--- config.mk ---
export PLATFORM = sky130hd
export DESIGN_NAME = alarm_datapath_flat
export DESIGN_NICKNAME = d
export VERILOG_FILES = /design/src/rtl/alarm_pkg.sv /design/src/rtl/alarm_if.sv /design/src/rtl/mod_counter.sv /design/src/rtl/alarm_datapath.sv /design/src/flat_wrapper.sv
export SDC_FILE = /design/constraint.sdc
export NUM_CORES = 1
export LEC_CHECK = 0
export CELL_PAD_IN_SITES_DETAIL_PLACEMENT = 1
export CELL_PAD_IN_SITES_GLOBAL_PLACEMENT = 1
export CORE_MARGIN = 4
export CORE_UTILIZATION = 40
export CTS_CLUSTER_DIAMETER = 150
export DETAILED_ROUTE_END_ITERATION = 12
export PLACE_DENSITY = 0.85
export SLEW_MARGIN = 40
export SYNTH_ARGS = -nofsm -noshare
export SYNTH_HDL_FRONTEND = slang
export SYNTH_SLANG_ARGS = --single-unit
--- constraint.sdc ---
create_clock -name Clk -period 2.74 [get_ports Clk]
set_input_delay 0.548 -clock Clk [delete_from_list [all_inputs] [get_ports Clk]]
set_output_delay 0.548 -clock Clk [all_outputs]
set_load 0.02 [all_outputs]
--- src/rtl/alarm_pkg.sv ---
// Shared definitions for the alarm-clock datapath: default moduli,
// field-select and target encodings.
package alarm_pkg;

    localparam int HOURS_DEF   = 24;
    localparam int MINUTES_DEF = 60;
    localparam int DAYS_DEF    = 7;

    typedef enum logic {
        FS_HOUR = 1'b0,
        FS_MIN  = 1'b1
    } fs_t;

    typedef enum logic [1:0] {
        TGT_CLOCK = 2'd0,
        TGT_ALARM = 2'd1,
        TGT_DAY   = 2'd2
    } tgt_t;

    // SS1 selects the day field and overrides SS0.
    function automatic tgt_t target_of(input logic ss1, input logic ss0);
        if (ss1) begin
            return TGT_DAY;
        end
        return ss0 ? TGT_ALARM : TGT_CLOCK;
    endfunction

endpackage

--- src/rtl/alarm_if.sv ---
// Control/status bus between the alarm-clock control unit (master)
// and the datapath (slave).
interface alarm_if #(
    parameter int WW = 6
);
    logic          Tick;
    logic          Clear;
    logic          Clear_St;
    logic          UPC;
    logic          Load_SS;
    logic          INCR;
    logic          Load;
    logic          LD_DAY_TIME;
    logic          LD_O_F;
    logic          SS0;
    logic          SS1;
    logic          Dismiss;
    logic          Count;
    logic          AlarmSet;
    logic          Alarm;
    logic [2:0]    Day;
    logic [4:0]    Hour;
    logic [5:0]    Minute;
    logic [4:0]    AHour;
    logic [5:0]    AMinute;
    logic [WW-1:0] Work;

    modport master (
        output Tick, Clear, Clear_St, UPC, Load_SS, INCR, Load,
               LD_DAY_TIME, LD_O_F, SS0, SS1, Dismiss,
        input  Count, AlarmSet, Alarm, Day, Hour, Minute, AHour, AMinute, Work
    );

    modport slave (
        input  Tick, Clear, Clear_St, UPC, Load_SS, INCR, Load,
               LD_DAY_TIME, LD_O_F, SS0, SS1, Dismiss,
        output Count, AlarmSet, Alarm, Day, Hour, Minute, AHour, AMinute, Work
    );
endinterface

--- src/rtl/mod_counter.sv ---
// Modulo counter with clear, load and increment; the modulus is an input so
// the same block serves fixed clock fields and the retargetable work register.
module mod_counter #(
    parameter int WIDTH = 6
) (
    input  logic             clk,
    input  logic             rst_n,
    input  logic             clr,
    input  logic             load,
    input  logic             inc,
    input  logic [WIDTH-1:0] load_val,
    input  logic [WIDTH:0]   modulus,
    output logic [WIDTH-1:0] value,
    output logic [WIDTH-1:0] value_next,
    output logic             carry
);
    logic [WIDTH-1:0] value_reg;
    logic             at_top;

    // ">=" so a value left over from a larger modulus wraps to zero.
    assign at_top = {1'b0, value_reg} >= (modulus - (WIDTH+1)'(1));
    assign carry  = inc && !clr && !load && at_top;

    always_comb begin
        value_next = value_reg;
        if (clr) begin
            value_next = '0;
        end else if (load) begin
            value_next = load_val;
        end else if (inc) begin
            value_next = at_top ? '0 : value_reg + WIDTH'(1);
        end
    end

    always_ff @(posedge clk or negedge rst_n) begin
        if (!rst_n) begin
            value_reg <= '0;
        end else begin
            value_reg <= value_next;
        end
    end

    assign value = value_reg;
endmodule

--- src/rtl/alarm_datapath.sv ---
// Alarm-clock datapath: executes control-unit strobes on the work register,
// field selector, running clock, alarm time and alarm flags.
module alarm_datapath
    import alarm_pkg::*;
#(
    parameter int HOURS   = HOURS_DEF,
    parameter int MINUTES = MINUTES_DEF,
    parameter int DAYS    = DAYS_DEF,
    parameter int WW      = 6
) (
    input  logic   Clk,
    input  logic   Reset,
    alarm_if.slave bus
);
    fs_t           fs_reg;
    tgt_t          tgt;
    logic          alarm_set_reg;
    logic          alarm_reg;
    logic [4:0]    ahour_reg;
    logic [5:0]    amin_reg;
    logic [WW-1:0] w_val;
    logic [WW-1:0] w_load_val;
    logic [WW:0]   w_mod;
    logic [WW-1:0] unused_w_next;
    logic          unused_w_carry;
    logic [2:0]    day_val;
    logic [2:0]    day_wr;
    logic [2:0]    unused_day_next;
    logic          unused_day_carry;
    logic [4:0]    hour_val, hour_next, hour_wr;
    logic [5:0]    min_val, min_next, min_wr;
    logic          min_carry, hour_carry;
    logic          clk_load, alm_load, tick_eff, alarm_off, alarm_match;

    assign tgt      = target_of(bus.SS1, bus.SS0);
    assign clk_load = bus.Load && (tgt == TGT_CLOCK);
    assign alm_load = bus.Load && (tgt == TGT_ALARM);
    // A tick that coincides with a clock write is discarded whole.
    assign tick_eff = bus.Tick && !clk_load && !bus.LD_DAY_TIME;

    // Writes take the pre-edge W, folded into the destination range.
    assign hour_wr = 5'(32'(w_val[4:0]) % HOURS);
    assign min_wr  = 6'(32'(w_val) % MINUTES);
    assign day_wr  = 3'(32'(w_val[2:0]) % DAYS);

    always_comb begin
        w_mod      = (WW+1)'(HOURS);
        w_load_val = '0;
        case (tgt)
            TGT_DAY: begin
                w_mod      = (WW+1)'(DAYS);
                w_load_val = WW'(day_val);
            end
            TGT_ALARM: begin
                w_mod      = (fs_reg == FS_MIN) ? (WW+1)'(MINUTES) : (WW+1)'(HOURS);
                w_load_val = (fs_reg == FS_MIN) ? WW'(amin_reg) : WW'(ahour_reg);
            end
            default: begin
                w_mod      = (fs_reg == FS_MIN) ? (WW+1)'(MINUTES) : (WW+1)'(HOURS);
                w_load_val = (fs_reg == FS_MIN) ? WW'(min_val) : WW'(hour_val);
            end
        endcase
    end

    mod_counter #(.WIDTH(WW)) u_work (
        .clk(Clk), .rst_n(Reset), .clr(bus.Clear), .load(bus.Load_SS), .inc(bus.INCR),
        .load_val(w_load_val), .modulus(w_mod),
        .value(w_val), .value_next(unused_w_next), .carry(unused_w_carry)
    );

    mod_counter #(.WIDTH(6)) u_minute (
        .clk(Clk), .rst_n(Reset), .clr(1'b0), .load(clk_load && (fs_reg == FS_MIN)),
        .inc(tick_eff), .load_val(min_wr), .modulus(7'(MINUTES)),
        .value(min_val), .value_next(min_next), .carry(min_carry)
    );

    mod_counter #(.WIDTH(5)) u_hour (
        .clk(Clk), .rst_n(Reset), .clr(1'b0), .load(clk_load && (fs_reg == FS_HOUR)),
        .inc(min_carry), .load_val(hour_wr), .modulus(6'(HOURS)),
        .value(hour_val), .value_next(hour_next), .carry(hour_carry)
    );

    mod_counter #(.WIDTH(3)) u_day (
        .clk(Clk), .rst_n(Reset), .clr(1'b0), .load(bus.LD_DAY_TIME),
        .inc(hour_carry), .load_val(day_wr), .modulus(4'(DAYS)),
        .value(day_val), .value_next(unused_day_next), .carry(unused_day_carry)
    );

    always_ff @(posedge Clk or negedge Reset) begin
        if (!Reset) begin
            fs_reg    <= FS_HOUR;
            ahour_reg <= '0;
            amin_reg  <= '0;
        end else begin
            if (bus.Clear || bus.Clear_St) begin
                fs_reg <= FS_HOUR;
            end else if (bus.UPC) begin
                fs_reg <= (fs_reg == FS_HOUR) ? FS_MIN : FS_HOUR;
            end
            if (alm_load) begin
                if (fs_reg == FS_MIN) begin
                    amin_reg <= min_wr;
                end else begin
                    ahour_reg <= hour_wr;
                end
            end
        end
    end

    // Match against the post-tick time; the alarm-time registers are pre-edge.
    assign alarm_match = tick_eff && alarm_set_reg &&
                         (hour_next == ahour_reg) && (min_next == amin_reg);
    assign alarm_off   = bus.LD_O_F && alarm_set_reg;

    always_ff @(posedge Clk or negedge Reset) begin
        if (!Reset) begin
            alarm_set_reg <= 1'b0;
            alarm_reg     <= 1'b0;
        end else begin
            if (bus.LD_O_F) begin
                alarm_set_reg <= ~alarm_set_reg;
            end
            if (bus.Dismiss || alarm_off) begin
                alarm_reg <= 1'b0;
            end else if (alarm_match) begin
                alarm_reg <= 1'b1;
            end
        end
    end

    assign bus.Count    = (fs_reg == FS_MIN);
    assign bus.AlarmSet = alarm_set_reg;
    assign bus.Alarm    = alarm_reg;
    assign bus.Day      = day_val;
    assign bus.Hour     = hour_val;
    assign bus.Minute   = min_val;
    assign bus.AHour    = ahour_reg;
    assign bus.AMinute  = amin_reg;
    assign bus.Work     = w_val;
endmodule
--- src/flat_wrapper.sv ---
// flat-port wrapper written by rule: the top's interface ports become plain ports
module alarm_datapath_flat import alarm_pkg::*;
#(
    parameter int HOURS   = HOURS_DEF,
    parameter int MINUTES = MINUTES_DEF,
    parameter int DAYS    = DAYS_DEF,
    parameter int WW      = 6
)
  (Clk, Reset, bus_Tick, bus_Clear, bus_Clear_St, bus_UPC, bus_Load_SS, bus_INCR, bus_Load, bus_LD_DAY_TIME, bus_LD_O_F, bus_SS0, bus_SS1, bus_Dismiss, bus_Count, bus_AlarmSet, bus_Alarm, bus_Day, bus_Hour, bus_Minute, bus_AHour, bus_AMinute, bus_Work);
  alarm_if #(.WW(WW)) bus_i ();
  input  logic Clk;
  input  logic Reset;
  input wire logic [$bits(bus_i.Tick)-1:0] bus_Tick;
  input wire logic [$bits(bus_i.Clear)-1:0] bus_Clear;
  input wire logic [$bits(bus_i.Clear_St)-1:0] bus_Clear_St;
  input wire logic [$bits(bus_i.UPC)-1:0] bus_UPC;
  input wire logic [$bits(bus_i.Load_SS)-1:0] bus_Load_SS;
  input wire logic [$bits(bus_i.INCR)-1:0] bus_INCR;
  input wire logic [$bits(bus_i.Load)-1:0] bus_Load;
  input wire logic [$bits(bus_i.LD_DAY_TIME)-1:0] bus_LD_DAY_TIME;
  input wire logic [$bits(bus_i.LD_O_F)-1:0] bus_LD_O_F;
  input wire logic [$bits(bus_i.SS0)-1:0] bus_SS0;
  input wire logic [$bits(bus_i.SS1)-1:0] bus_SS1;
  input wire logic [$bits(bus_i.Dismiss)-1:0] bus_Dismiss;
  output wire logic [$bits(bus_i.Count)-1:0] bus_Count;
  output wire logic [$bits(bus_i.AlarmSet)-1:0] bus_AlarmSet;
  output wire logic [$bits(bus_i.Alarm)-1:0] bus_Alarm;
  output wire logic [$bits(bus_i.Day)-1:0] bus_Day;
  output wire logic [$bits(bus_i.Hour)-1:0] bus_Hour;
  output wire logic [$bits(bus_i.Minute)-1:0] bus_Minute;
  output wire logic [$bits(bus_i.AHour)-1:0] bus_AHour;
  output wire logic [$bits(bus_i.AMinute)-1:0] bus_AMinute;
  output wire logic [$bits(bus_i.Work)-1:0] bus_Work;
  assign bus_i.Tick = bus_Tick;
  assign bus_i.Clear = bus_Clear;
  assign bus_i.Clear_St = bus_Clear_St;
  assign bus_i.UPC = bus_UPC;
  assign bus_i.Load_SS = bus_Load_SS;
  assign bus_i.INCR = bus_INCR;
  assign bus_i.Load = bus_Load;
  assign bus_i.LD_DAY_TIME = bus_LD_DAY_TIME;
  assign bus_i.LD_O_F = bus_LD_O_F;
  assign bus_i.SS0 = bus_SS0;
  assign bus_i.SS1 = bus_SS1;
  assign bus_i.Dismiss = bus_Dismiss;
  assign bus_Count = bus_i.Count;
  assign bus_AlarmSet = bus_i.AlarmSet;
  assign bus_Alarm = bus_i.Alarm;
  assign bus_Day = bus_i.Day;
  assign bus_Hour = bus_i.Hour;
  assign bus_Minute = bus_i.Minute;
  assign bus_AHour = bus_i.AHour;
  assign bus_AMinute = bus_i.AMinute;
  assign bus_Work = bus_i.Work;
  alarm_datapath #(.HOURS(HOURS), .MINUTES(MINUTES), .DAYS(DAYS), .WW(WW)) u_core (.Clk(Clk), .Reset(Reset), .bus(bus_i));
endmodule
# Word-level counts from Yosys, hierarchy flattened
# Cells that the tools add are included.
op_classes:
  n_addsub: 5
  div_mod_pow: 3
  order_cmp: 4
  n_eq_ne: 4
  mux: 27
  n_bitwise: 2
  reduce_logical: 27
op_table:
  columns: ["op", "count"]
  rows:
  - ["$mux 6", 10]
  - ["$mod 3x3->32 const B", 1]
  - ["$mod 5x5->32 const B", 1]
  - ["$mod 6x6->32 const B", 1]
  - ["$mux 5", 3]
  - ["$logic_and 1x1->1", 14]
  - ["$add 6x1->6 const B", 2]
  - ["$pmux 6 s2", 1]
  - ["$mux 3", 3]
  - ["$ge 6x7->1", 1]
  - ["$mux 1", 7]
  - ["$mux 7", 1]
  - ["$sub 7x1->7 const B", 1]
  - ["$eq 6x6->1", 1]
  - ["$ge 6x6->1 const B", 1]
  - ["$reduce_bool 2->1", 3]
  - ["$add 5x1->5 const B", 1]
  - ["$eq 5x5->1", 1]
  - ["$ge 5x5->1 const B", 1]
  - ["$logic_not 1->1", 4]
  - ["$mux 2", 2]
  - ["$reduce_and 2->1", 2]
  - ["$add 3x1->3 const B", 1]
  - ["$ge 3x3->1 const B", 1]
  - ["other kinds (6)", 8]
totals:
  ff_bits: 34
  input_bits: 14
  output_inout_bits: 34
  wordCells: 81

# Logic depth before layout (Yosys ltp)
logic_depth:
  word_depth: 16
  ltp_mapped: 11
  mapped_depth_nobuf: 11

# Modules after synthesis
# Synthesis repeated with hierarchy kept, for this count alone.
unflattened:
  hier_cells: 330
  area_unflattened_um2: 3095.5
by_module_without_submodules:
  columns: ["module", "instances", "cells_per_inst", "area_each_um2", "seq_area_each_um2"]
  rows:
  - ["mod_counter at u_core.u_minute ...", 2, 70, 604.3, 150.1]
  - ["alarm_datapath", 1, 105, 1092.3, 350.3]
  - ["mod_counter at u_core.u_hour", 1, 49, 474.2, 125.1]
  - ["mod_counter at u_core.u_day", 1, 36, 320.3, 75.1]

# Worst setup path after synthesis
# OpenSTA, ideal clock, no wires.
synth_timing:
  kind: "reg2reg"
  from: "register u_core.fs_reg (netlist: u_core.bus.Count)"
  to: "register u_core.u_work.value_reg[0] (netlist: u_core.u_work.value[0])"
  setup_ps: 104
  arrival_time_ps: 2556
  required_time_ps: 2636
  slack_ps: 81
  path_stages_with_launch: 11
  path_buffers: 1
  period_less_slack_ps: 2659
  path_cell_list: "dfrtp_1 buf_1 nand2_1 inv_1 ha_1 a31o_2 a21o_1 a21o_1 a21oi_1 nand3_1 a221oi_1"
synth_via:
  elab_chain_cells: 8
  word_cells_on_any_way: 11
  cone_classes: "1 x add/sub; 1 x order compare; 9 x mux"
synth_rtl:
  columns: ["item", "line", "text"]
  rows:
  - ["from (decl)", "alarm_datapath.sv:15", "fs_t fs_reg;"]
  - ["from (signal assigned)", "alarm_datapath.sv:98", "fs_reg <= (fs_reg == FS_HOUR) ? FS_MIN : FS_HOUR;"]
  - ["$mux 6", "alarm_datapath.sv:55, alarm_datapath.sv:59", null]
  - ["$mux 7", null, null]
  - ["$sub 7x1->7", "mod_counter.sv:21", "assign at_top = {1'b0, value_reg} >= (modulus - (WIDTH+1)'(1));"]
  - ["$ge 6x7->1", "mod_counter.sv:21", null]
  - ["$mux 6", "mod_counter.sv:31", "value_next = at_top ? '0 : value_reg + WIDTH'(1);"]
  - ["$mux 6", "mod_counter.sv:30", "end else if (inc) begin"]
  - ["$mux 6 *", "mod_counter.sv:28", "end else if (load) begin"]
  - ["$mux 6 *", "mod_counter.sv:26", "if (clr) begin"]
  - ["to (signal assigned)", "mod_counter.sv:39", "value_reg <= value_next;"]
  - ["to (decl)", "mod_counter.sv:17", "logic [WIDTH-1:0] value_reg;"]
# Mark *: on every way between the ends. The rest lies on a longest branch, timed or not. The select of a mux whose other input is x is not followed.
# A chain may end at the register's enable or synchronous reset.

# Worst setup path in the final report
layout_timing:
  from: "input port bus_SS0"
  to: "register u_core.alarm_reg (netlist: u_core.bus.Alarm)"
layout_via:
  elab_chain_cells: 15
  word_cells_on_any_way: 22
  cone_classes: "2 x eq/ne; 6 x mux; 14 x reduce/logical"
layout_rtl:
  columns: ["item", "line", "text"]
  rows:
  - ["from (decl)", "flat_wrapper.sv:22", "input wire logic [$bits(bus_i.SS0)-1:0] bus_SS0;"]
  - ["$mux 1 *", "alarm_pkg.sv:25", "return ss0 ? TGT_ALARM : TGT_CLOCK;"]
  - ["$mux 2 *", "alarm_pkg.sv:25", null]
  - ["$logic_not 2->1 *", "alarm_datapath.sv:36", "assign clk_load = bus.Load && (tgt == TGT_CLOCK);"]
  - ["$logic_and 1x1->1 *", "alarm_datapath.sv:36", null]
  - ["$logic_not 1->1", "alarm_datapath.sv:39", "assign tick_eff = bus.Tick && !clk_load && !bus.LD_DAY_TIME;"]
  - ["$logic_and 1x1->1 (2 in series)", "alarm_datapath.sv:39", null]
  - ["$logic_and 1x1->1 (2 in series)", "mod_counter.sv:22", "assign carry = inc && !clr && !load && at_top;"]
  - ["$mux 5", "mod_counter.sv:30", null]
  - ["$mux 5 *", "mod_counter.sv:28", null]
  - ["net u_core.hour_next[2]", "alarm_datapath.sv:30", "logic [4:0] hour_val, hour_next, hour_wr;"]
  - ["$eq 5x5->1 *", "alarm_datapath.sv:112", "(hour_next == ahour_reg) && (min_next == amin_reg);"]
  - ["$logic_and 1x1->1 *", "alarm_datapath.sv:111", "assign alarm_match = tick_eff && alarm_set_reg &&"]
  - ["$logic_and 1x1->1 *", "alarm_datapath.sv:112", null]
  - ["$reduce_bool 2->1 (no line) *", null, null]
  - ["to (signal assigned)", "alarm_datapath.sv:118", "alarm_reg <= 1'b0;"]
  - ["to (signal assigned)", "alarm_datapath.sv:124", "alarm_reg <= 1'b0;"]
  - ["to (signal assigned)", "alarm_datapath.sv:126", "alarm_reg <= 1'b1;"]
  - ["to (decl)", "alarm_datapath.sv:18", "logic alarm_reg;"]
# Mark *: on every way through the listed nets, which the timed path passes. The rest lies on a longest branch.

==> results.yml <==
global_route:
  antenna_found_initial: 0
  grt_busiest_layer: "met2"
  grt_pass1_vias: 2888
  grt_max_degree: 35
  grt_util_met2_pct: 47.69
  grt_pass1_wl_mm: 15.52
  grt_usage_pct: 26.93
  use_met3_pct: 5.298
  use_met1_pct: 30.66
  grt_overflow_total: 0
timing:
  period_needed_ns: 2.787
  period_share_pct: 101.7
  finalHoldViolations: 0
  setup_viol: 1
  max_clock_freq_ghz: 0.3588
  finalWorstSetupSlack_ns: -0.04736
  slew_headroom_pct: 66.54
  drv_slew: 0
  finClkSkew_ns: 0.01066
  worst_pin_slew_ns: 0.5003
pwr:
  vdd_drop_max_uv: 467.0
  p_leak_nw: 1.481
  finalPower_mw: 2.112
  p_per_area_nw_per_um2: 604.8
placed_design:
  dp_cells: 420
  hpwl_mm: 7.118
  io_buffers: 47
  finalWeightedCongestion: 0.9068
setup_path:
  reg2reg_slack_ns: 0.14
  reg2reg_from: "u_core.u_minute.value[0]"
  r2r_cells: 8
  crit_required_ns: 2.96
  path_class: "primary input to register"
  critPathCaptureType: "register"
  worstPathMaxFanout: 6
  cp-start-kind: "primary input"
  reg2reg_to: "u_core.bus.Alarm"
  worstPathArrival_ns: 3.01
detailed_routing:
  vias: 2595
  drc_errors: 0
  detail_route.vias_per_cell: 6.049
  wl_per_cell_um: 22.66
  first_pass_iters: 4
  ant_nets: 0
  wl_mm: 9.720
  drt_iter0_drc: 191
synthesis:
  synthDistinctLibCells: 59
  ys.flop_type: "dfrtp_1"
  ys_warn_count: 0
  synth_area_leaders: "dfrtp_1, ha_1, mux4_2"
  ys_ff_latch: 34
  synth-edff-count: 0
  synth_top_area_cell: "dfrtp_1"
  synth_top_area_share_pct: 34.03
  ys_seq_area_share_pct: 34.03
  syn_area_um2: 2500
  synth.avg_cell_area_um2: 9.259
  synth_common_cells: "dfrtp_1, nand2_1, a21oi_1, o21ai_0"
  synthArstFlopShare_pct: 100.0
  synth_most_common_cell: "dfrtp_1"
  syn_nets: 299
  netlist_instances: 270
cells_and_area:
  diodes: 0
  drive_gt1_share_pct: 23.73
  syn_to_final_growth_pct: 39.69
  stdcell_count: 429
  fin_nets: 382
run_status:
  violations: "setup timing"
  outcome: "finished, violations left"
clock_tree:
  cts_hold_buf: 0
  clk_path_buf_depth: 2
  cts_root_buffer: "clkbuf_8"
  clkLatencyLatePin_ns: 0.30
  htree_levels: 2
  path_clk_slew_ns: 0.07
  cts_num_sinks: 34
  numCtsBuffers: 5
  cts_tree: "done"
floorplan:
  start_util_pct: 41.73
  die_w_um: 87.06
  coreArea_um2: 5991
  num_rows: 28
  die-area_um2: 7579
  top_level_ports: 48
  die_h_um: 87.06
run:
  drv_cap: 0
worst_hold_path:
  holdCritPathClass: "register to register"
  worstHoldStart: "u_core.bus.AlarmSet"
  holdPathEnd: "u_core.bus.AlarmSet"
  hold_depth: 1
-- kinds of logic (layout without fill, tap and decap cells) --
logic type / count (synthesis) / after routing / share of synthesized area [%]
AND/OR/NAND/NOR: 90 / 90 / 19.57
AO/OA/AOI/OAI: 72 / 72 / 18.87
flip-flops: 34 / 34 / 34.03
buffers and inverters: 26 / 110 / 4.754
multiplexers: 17 / 17 / 9.660
XOR/XNOR: 16 / 16 / 5.605
adder cells (fa/ha/maj): 15 / 15 / 7.508
-- routing by layer --
| layer | routed length, um | vias to the layer above |
|---|---|---|
| met5 | 0 | - |
| met4 | 382 | 0 |
| met3 | 518 | 36 |
| met2 | 4983 | 107 |
| met1 | 3836 | 1286 |
| li1 | - | 1166 |
-- how the worst max path moves through the flow --
stage                           startpoint                endpoint  slack [ns]  cells after the start
final                              bus_SS0        u_core.bus.Alarm       -0.05                      8
after global routing              bus_Load        u_core.bus.Alarm       -0.12                      8
after CTS                          bus_SS1  u_core.u_work.value[1]        0.02                     12
after detailed placement           bus_SS1  u_core.u_work.value[0]       -0.47                     12
after global placement             bus_SS1  u_core.u_work.value[0]       -0.28                     11
after floorplan           u_core.bus.Count  u_core.u_work.value[0]        0.08                     10
-- cell type report --
class | count | area, um^2
Clock buffer | 5 | 68.82
Clock inverter | 3 | 40.04
Fill cell | 696 | 2499
Inverter | 10 | 37.54
Multi-Input combinational cell | 210 | 1598
Sequential cell | 34 | 850.8
Tap cell | 75 | 93.84
Timing Repair Buffer | 92 | 803.3
-- worst max-delay path: stages --
cell,delay (ns)
clkdlybuf4s50_1,0.50
or3b_4,0.46
and4_1,0.23
xnor2_1,0.15
a211oi_2,0.28
xor2_1,0.13
or4_1,0.56
o21ai_1,0.14
-- per-stage QoR --
| step | utilization, % | worst slack, ns | setup TNS [ns] | hold slack (ns) | cell area (um^2) |
|---|---|---|---|---|---|
| 2_1_floorplan | - | 0.08062 | 0 | 0.2524 | 2500 |
| 3_3_place_gp | 55.30 | -0.2821 | -1.523 | 0.5050 | 3313 |
| 3_5_place_dp | 55.30 | -0.4664 | -2.632 | 0.5383 | 3313 |
| 4_1_cts | 57.37 | 0.02315 | 0 | 0.5649 | 3437 |
| 5_1_grt | 58.29 | -0.1240 | -0.1240 | 0.5871 | 3492 |
| 6_report | 58.29 | -0.04736 | -0.04736 | 0.5571 | 3492 |
-- placed cells by master (no fill, tap or decap), types with 9 or more instances in the layout --
master / netlist / layout
ha_1: 15 / 15
nand2_1: 24 / 24
clkdlybuf4s50_1: 0 / 46
inv_1: 9 / 9
nand3_1: 10 / 10
buf_4: 3 / 45
a21oi_1: 19 / 17
dfrtp_1: 34 / 34
o21ai_0: 17 / 17
nor2_1: 15 / 15
xnor2_1: 12 / 12
-- report_power, final --
part	internal, mW	total (mW)	switching, mW
registers	0.585	0.700	0.115
clock network	0.268	0.475	0.207
logic	0.448	0.937	0.489
total	1.30	2.11	0.812
-- what timing repair did --
action	in CTS	in global routing
setup endpoints to repair	6	6
buffers inserted	0	1
pin swaps	0	6
gates resized for setup	4	11
No activity file was read; power rests on OpenSTA's default activity.
==> RTL edit 1: new RTL, config.mk and constraints unchanged <==
Make the reset (`Reset` and `rst_n`) synchronous in 3 clocked blocks.
--- a/src/rtl/mod_counter.sv
+++ b/src/rtl/mod_counter.sv
@@ -34,3 +34,3 @@
 
-    always_ff @(posedge clk or negedge rst_n) begin
+    always_ff @(posedge clk) begin
         if (!rst_n) begin
--- a/src/rtl/alarm_datapath.sv
+++ b/src/rtl/alarm_datapath.sv
@@ -88,3 +88,3 @@
 
-    always_ff @(posedge Clk or negedge Reset) begin
+    always_ff @(posedge Clk) begin
         if (!Reset) begin
@@ -114,3 +114,3 @@
 
-    always_ff @(posedge Clk or negedge Reset) begin
+    always_ff @(posedge Clk) begin
         if (!Reset) begin
Behaviour: differs if Reset is asserted again (counterexample within 4 cycles, from zero or initial values and one cycle with Reset low); with Reset held inactive, the same outputs for 10 cycles.
==> RTL edit 1 against the unedited design <==
- cell area shrank 2.9%
- non-clock buffer count decreased by 11
- clock skew down 0.0027 ns
- setup slack better by 0.13 ns
- sequential cell count unchanged
- wire length grew 0.50%
- area after synthesis grew 2.7%
- worst hold slack worse by 0.043 ns
- largest cell class unchanged
Power is not compared: it rests on default switching activity, and its combinational part moved more than twofold at a synthesized area within 25%.
==> RTL edit 1: results (changes against the unedited design) <==
STA
  • Max-Slew Margin vs Limit: 64.4% (-2.1 points)
  • Fin worst setup slack: 0.0840 ns (+0.131 ns)
  • Hold WS: 0.514 ns (-0.0429 ns)
  • Clk_skew: 0.00791 ns (-0.00274 ns)

Final layout
  • Clock network area share: 3.36% (+0.24 points)
  • Share of cells above drive strength 1: 16.2% (-7.5 points)
  • Final core utilization: 56.0% (-2.3 points)
  • Nets@finish: 410 (+7.3%)
  • Filler cell count: 738 (+6.0%)
  • Total area of sequential cells: 681 um2 (-20%)
  • Nonclk inv count: 13 (+3)
  • Non-clk bufs: 81 (-12%)
  • Comb_multi_in: 247 (+18%)
  • Register share of the cell area: 20.1% (-4.3 points)

Routing
  • DRT iter0 DRCs: 155 (-19%)
  • Routed vias: 2,804 (+8.1%)
  • Routed WL: 9770 um (+0.50%)

Hold path
  • Worst hold endpoint: u_core.bus.Alarm$_SDFFE_PP0P_
  • Hold path start: u_core.bus.Alarm$_SDFFE_PP0P_
  • Hold Path Stages: 2 (+1)

Critical path
  • Crit Path Max Fanout: 5 (-1)
  • Max incr delay on CP: 0.49 ns (-0.07 ns)
  • Top delay family on crit path: compound AO/OA/AOI/OAI gates
  • Critical R2R Launch: u_core.u_minute.value[0]$_SDFF_PN0_
  • CP max stage cell: clkdlybuf4s50_1
  • Worst Setup SP: bus_SS1
  • Reg2reg end: u_core.bus.Alarm$_SDFFE_PP0P_
  • Critical Path End: u_core.u_work.value[0]$_SDFFE_PP0P_
  • Worst EP arrival: 2.86 ns (-0.15 ns)

Placement
  • Dpl ws: -0.190 ns (+0.276 ns)
  • Inst Count DP: 450 (+7.1%)
  • Placed Area: 0.00326 mm2 (-1.7%)
  • DPL Wire Length: 7370 um (+3.6%)

GRT
  • Met2 usage in global routing: 43.3% (-4.4 points)
  • Met1 Track Usage GR: 34.1% (+3.4 points)
  • Met3 Use GR: 4.61% (-0.69 points)
  • Vias in the first global route: 2,925 (+1.3%)
  • Largest net degree at the start of global routing: 25 (-29%)
  • Global-route wire length before repair: 15,700 um (+1.3%)
  • Gr usage total: 26.4% (-0.50 points)

Outcome
  • Outcome: complete, no violations

Synthesis
  • Post-synth top area share: 26.5% (-7.5 points)
  • Async SR Flop Fraction: 0% (-100 points)
  • Cells after Synth: 318 (+18%)
  • Synth area leaders: dfxtp_1 27%, ha_1 6.8%, nand2_1 4.8%
  • Syn_nets: 346 (+16%)
  • Sequential share of the synthesized area: 26.5% (-7.5 points)
==> RTL edit 1: cells by family after synthesis <==
logic type,Yosys count,share of synthesized area (%)
buffers and inverters,37,6.97
flip-flops,34,26.5
XOR/XNOR,13,4.44
AO/OA/AOI/OAI,84,22.3
adder cells (fa/ha/maj),14,6.83
multiplexers,17,9.22
AND/OR/NAND/NOR,119,23.7
==> RTL edit 1: layer usage <==
metal  vias up  part of all wire (%)
li1       1290                     -
met1      1340                    42
met2       140                    47
met3        34                   6.7
met4         0                   3.7
met5         -                     0
==> RTL edit 1: power groups by stage <==
stage	Sequential [mW]	Clock, mW	Combinational (mW)
4_1_cts	0.528	0.491	0.220
3_5_place_dp	0.540	0	0.219
5_1_grt	0.532	0.516	0.242
2_1_floorplan	0.544	0	0.111
3_3_place_gp	0.539	0	0.210
6_report	0.529	0.490	0.224
==> RTL edit 1: repair_timing <==
item	4_1_cts	5_1_grt
setup endpoints to repair	0	4
gates resized for setup	0	5
buffers inserted	0	0
==> RTL edit 2: new RTL, same settings <==
Made on the original files. Register the output `bus.Count`, without a reset; this adds one clock of latency there.
--- a/src/rtl/alarm_datapath.sv
+++ b/src/rtl/alarm_datapath.sv
@@ -130,3 +130,5 @@
 
-    assign bus.Count    = (fs_reg == FS_MIN);
+    always_ff @(posedge Clk) begin
+        bus.Count <= (fs_reg == FS_MIN);
+    end
     assign bus.AlarmSet = alarm_set_reg;
Function: changed (Yosys sat finds a counterexample within 4 cycles, from zero or initial values and one cycle with Reset low).
==> RTL edit 2 against the unedited design <==
- setup slack better by 0.15 ns
- cell area is 0.18% lower
- area after synthesis is 0.80% higher
- sequential power is 7.1% higher
- die area is 0.73% higher
- power is 6.4% lower
- sequential cell count is 1 higher
- wire length is 4.0% lower
- highest routed layer unchanged
==> RTL edit 2: results (changes against the unedited design) <==
Outcome
  • Outcome: complete, no violations

Clock network
  • Worst-Skew Late Latency: 0.30 ns (about the same)
  • Clock root cell: clkbuf_8
  • CTS Hold Bufs: 0 (unchanged)
  • CTS buffer count: 5 (unchanged)
  • H-Tree Depth: 2 (unchanged)
  • Clock Path Buffers: 2 (unchanged)
  • Reg clk slew, reported paths: 0.08 ns

Synthesis
  • Synth area leaders: dfrtp_1 34%, ha_1 7.4%, mux4_2 4.5%
  • Post-synth top cells: 34 x dfrtp_1, 24 x nand2_1, 19 x a21oi_1
  • Sequential share of the synthesized area: 34.6% (+0.52 points)
  • Synth warn: 0 (unchanged)
  • Syn_nets: 300 (+0.33%)
  • Yosys cell types: 60 (+1.7%)
  • Post-synth top flop: dfrtp_1
  • Async SR Flop Fraction: 97.1% (-2.9 points)

Placement
  • Placed Area: 0.00331 mm2 (about the same)
  • DPL Wire Length: 6740 um (-5.3%)
  • Final Wtd Congestion: 0.948 (+4.6%)
  • Dpl ws: -0.451 ns (+0.0153 ns)
  • I/O Buffers: 47 (unchanged)

Critical path
  • FF-to-FF setup slack: 0.11 ns (-0.03 ns)
  • Worst Setup SP: bus_LD_DAY_TIME
  • Critical R2R Launch: u_core.u_work.value[2]$_DFFE_PN0P_
  • Critical Path End: u_core.bus.Alarm$_DFFE_PN0P_
  • Crit Path Max Fanout: 5 (-1)
  • Max incr delay on CP: 0.58 ns (+0.02 ns)
  • CP max stage cell: clkdlybuf4s50_1
  • FF-to-FF path depth: 10 (+2)
  • Top delay family on crit path: simple AND/OR/NAND/NOR gates
  • Worst EP arrival: 2.86 ns (-0.15 ns)

Final layout
  • Nets@finish: 383 (+0.26%)
  • Antenna diodes: 0 (unchanged)
  • Share of cells above drive strength 1: 23.4% (-0.35 points)

STA
  • Clk_skew: 0.0114 ns (+0.000734 ns)
  • Final setup fails: 0 (-1)
  • F_max: 380 MHz (+5.9%)
  • Tightest Pin Transition: 0.537 ns (+0.0366 ns)

Power
  • Peak supply drop: 0.298 mV (-36%)
  • Static Leak: 1.50 nW (+1.0%)

GRT
  • Initial antenna violation count: 0 (unchanged)
  • Largest net degree at the start of global routing: 35 (unchanged)
  • Gr usage total: 25.4% (-1.6 points)
  • Vias in the first global route: 2,763 (-4.3%)
  • Global-route wire length before repair: 14,900 um (-3.8%)

Hold path
  • Hold path start: u_core.bus.AlarmSet$_DFFE_PN0P_
  • Worst min path class: flip-flop to flip-flop

Routing
  • WL per Instance: 21.7 um (-4.2%)
  • DR vias/cell: 6.05 (about the same)
  • DRT Pass-1 Iters: 4 (unchanged)
  • DRT iter0 DRCs: 151 (-21%)
[RTL edit 2: what timing repair did]
action                                  4_1_cts  5_1_grt
pin swaps                                     2        3
buffers inserted                              0        4
hold endpoints to repair                      0        0
gates cloned                                  0        0
endpoints found under the setup margin        5        1
gates resized for setup                       8        7
[RTL edit 2: final cells by class]
| type | instances | area, um2 |
|---|---|---|
| clock inverter | 3 | 15.0 |
| timing repair buffer | 92 | 812 |
| inverter | 10 | 38.8 |
| tap | 75 | 93.8 |
| clock buffer | 5 | 68.8 |
| sequential | 35 | 871 |
| multi-input combinational | 210 | 1590 |
| fill | 698 | 2540 |
[RTL edit 2: report_power, final]
group          switching (mW)  total (mW)  internal, mW
Clock                   0.207       0.381         0.174
Sequential              0.150       0.750         0.599
Combinational           0.430       0.845         0.415
Total                   0.788        1.98          1.19
[RTL edit 2: worst min path at each step]
stage	to	slack, ns	cells after the start
after floorplan	u_core.bus.AHour[0]$_DFFE_PN0P_	0.25	0
after global placement	u_core.bus.AlarmSet$_DFFE_PN0P_	0.50	1
after detailed placement	u_core.bus.AlarmSet$_DFFE_PN0P_	0.53	1
after CTS	u_core.bus.AlarmSet$_DFFE_PN0P_	0.54	1
after global routing	u_core.bus.AlarmSet$_DFFE_PN0P_	0.58	1
final	u_core.bus.AlarmSet$_DFFE_PN0P_	0.53	1
[RTL edit 2: stage by stage]
stage	hold slack [ns]	instances	setup TNS (ns)	utilization, %	total power [mW]
after floorplan	0.252	271	0	-	1.16
after global placement	0.503	418	-1.69	54.9	1.53
after detailed placement	0.527	418	-2.55	54.9	1.56
after CTS	0.538	426	0	56.9	1.96
after global routing	0.578	430	-0.0574	57.8	2.08
final	0.530	430	0	57.8	1.98
[RTL edit 2: metal layers]
layer | vias to the layer above | track usage (%) | wire length (um)
met5 | - | 0 | 0
met3 | 30 | 3.78 | 477
met2 | 92 | 44.5 | 4780
met4 | 0 | 7.95 | 259
met1 | 1303 | 31.9 | 3820
li1 | 1175 | - | -
[RTL edit 2: logic make-up after synthesis]
family,count (synthesis),share of synthesized area (%)
flip-flops,35,34.6
XOR/XNOR,16,5.56
buffers and inverters,26,4.72
adder cells (fa/ha/maj),15,7.45
multiplexers,17,9.58
AND/OR/NAND/NOR,90,19.4
AO/OA/AOI/OAI,72,18.7
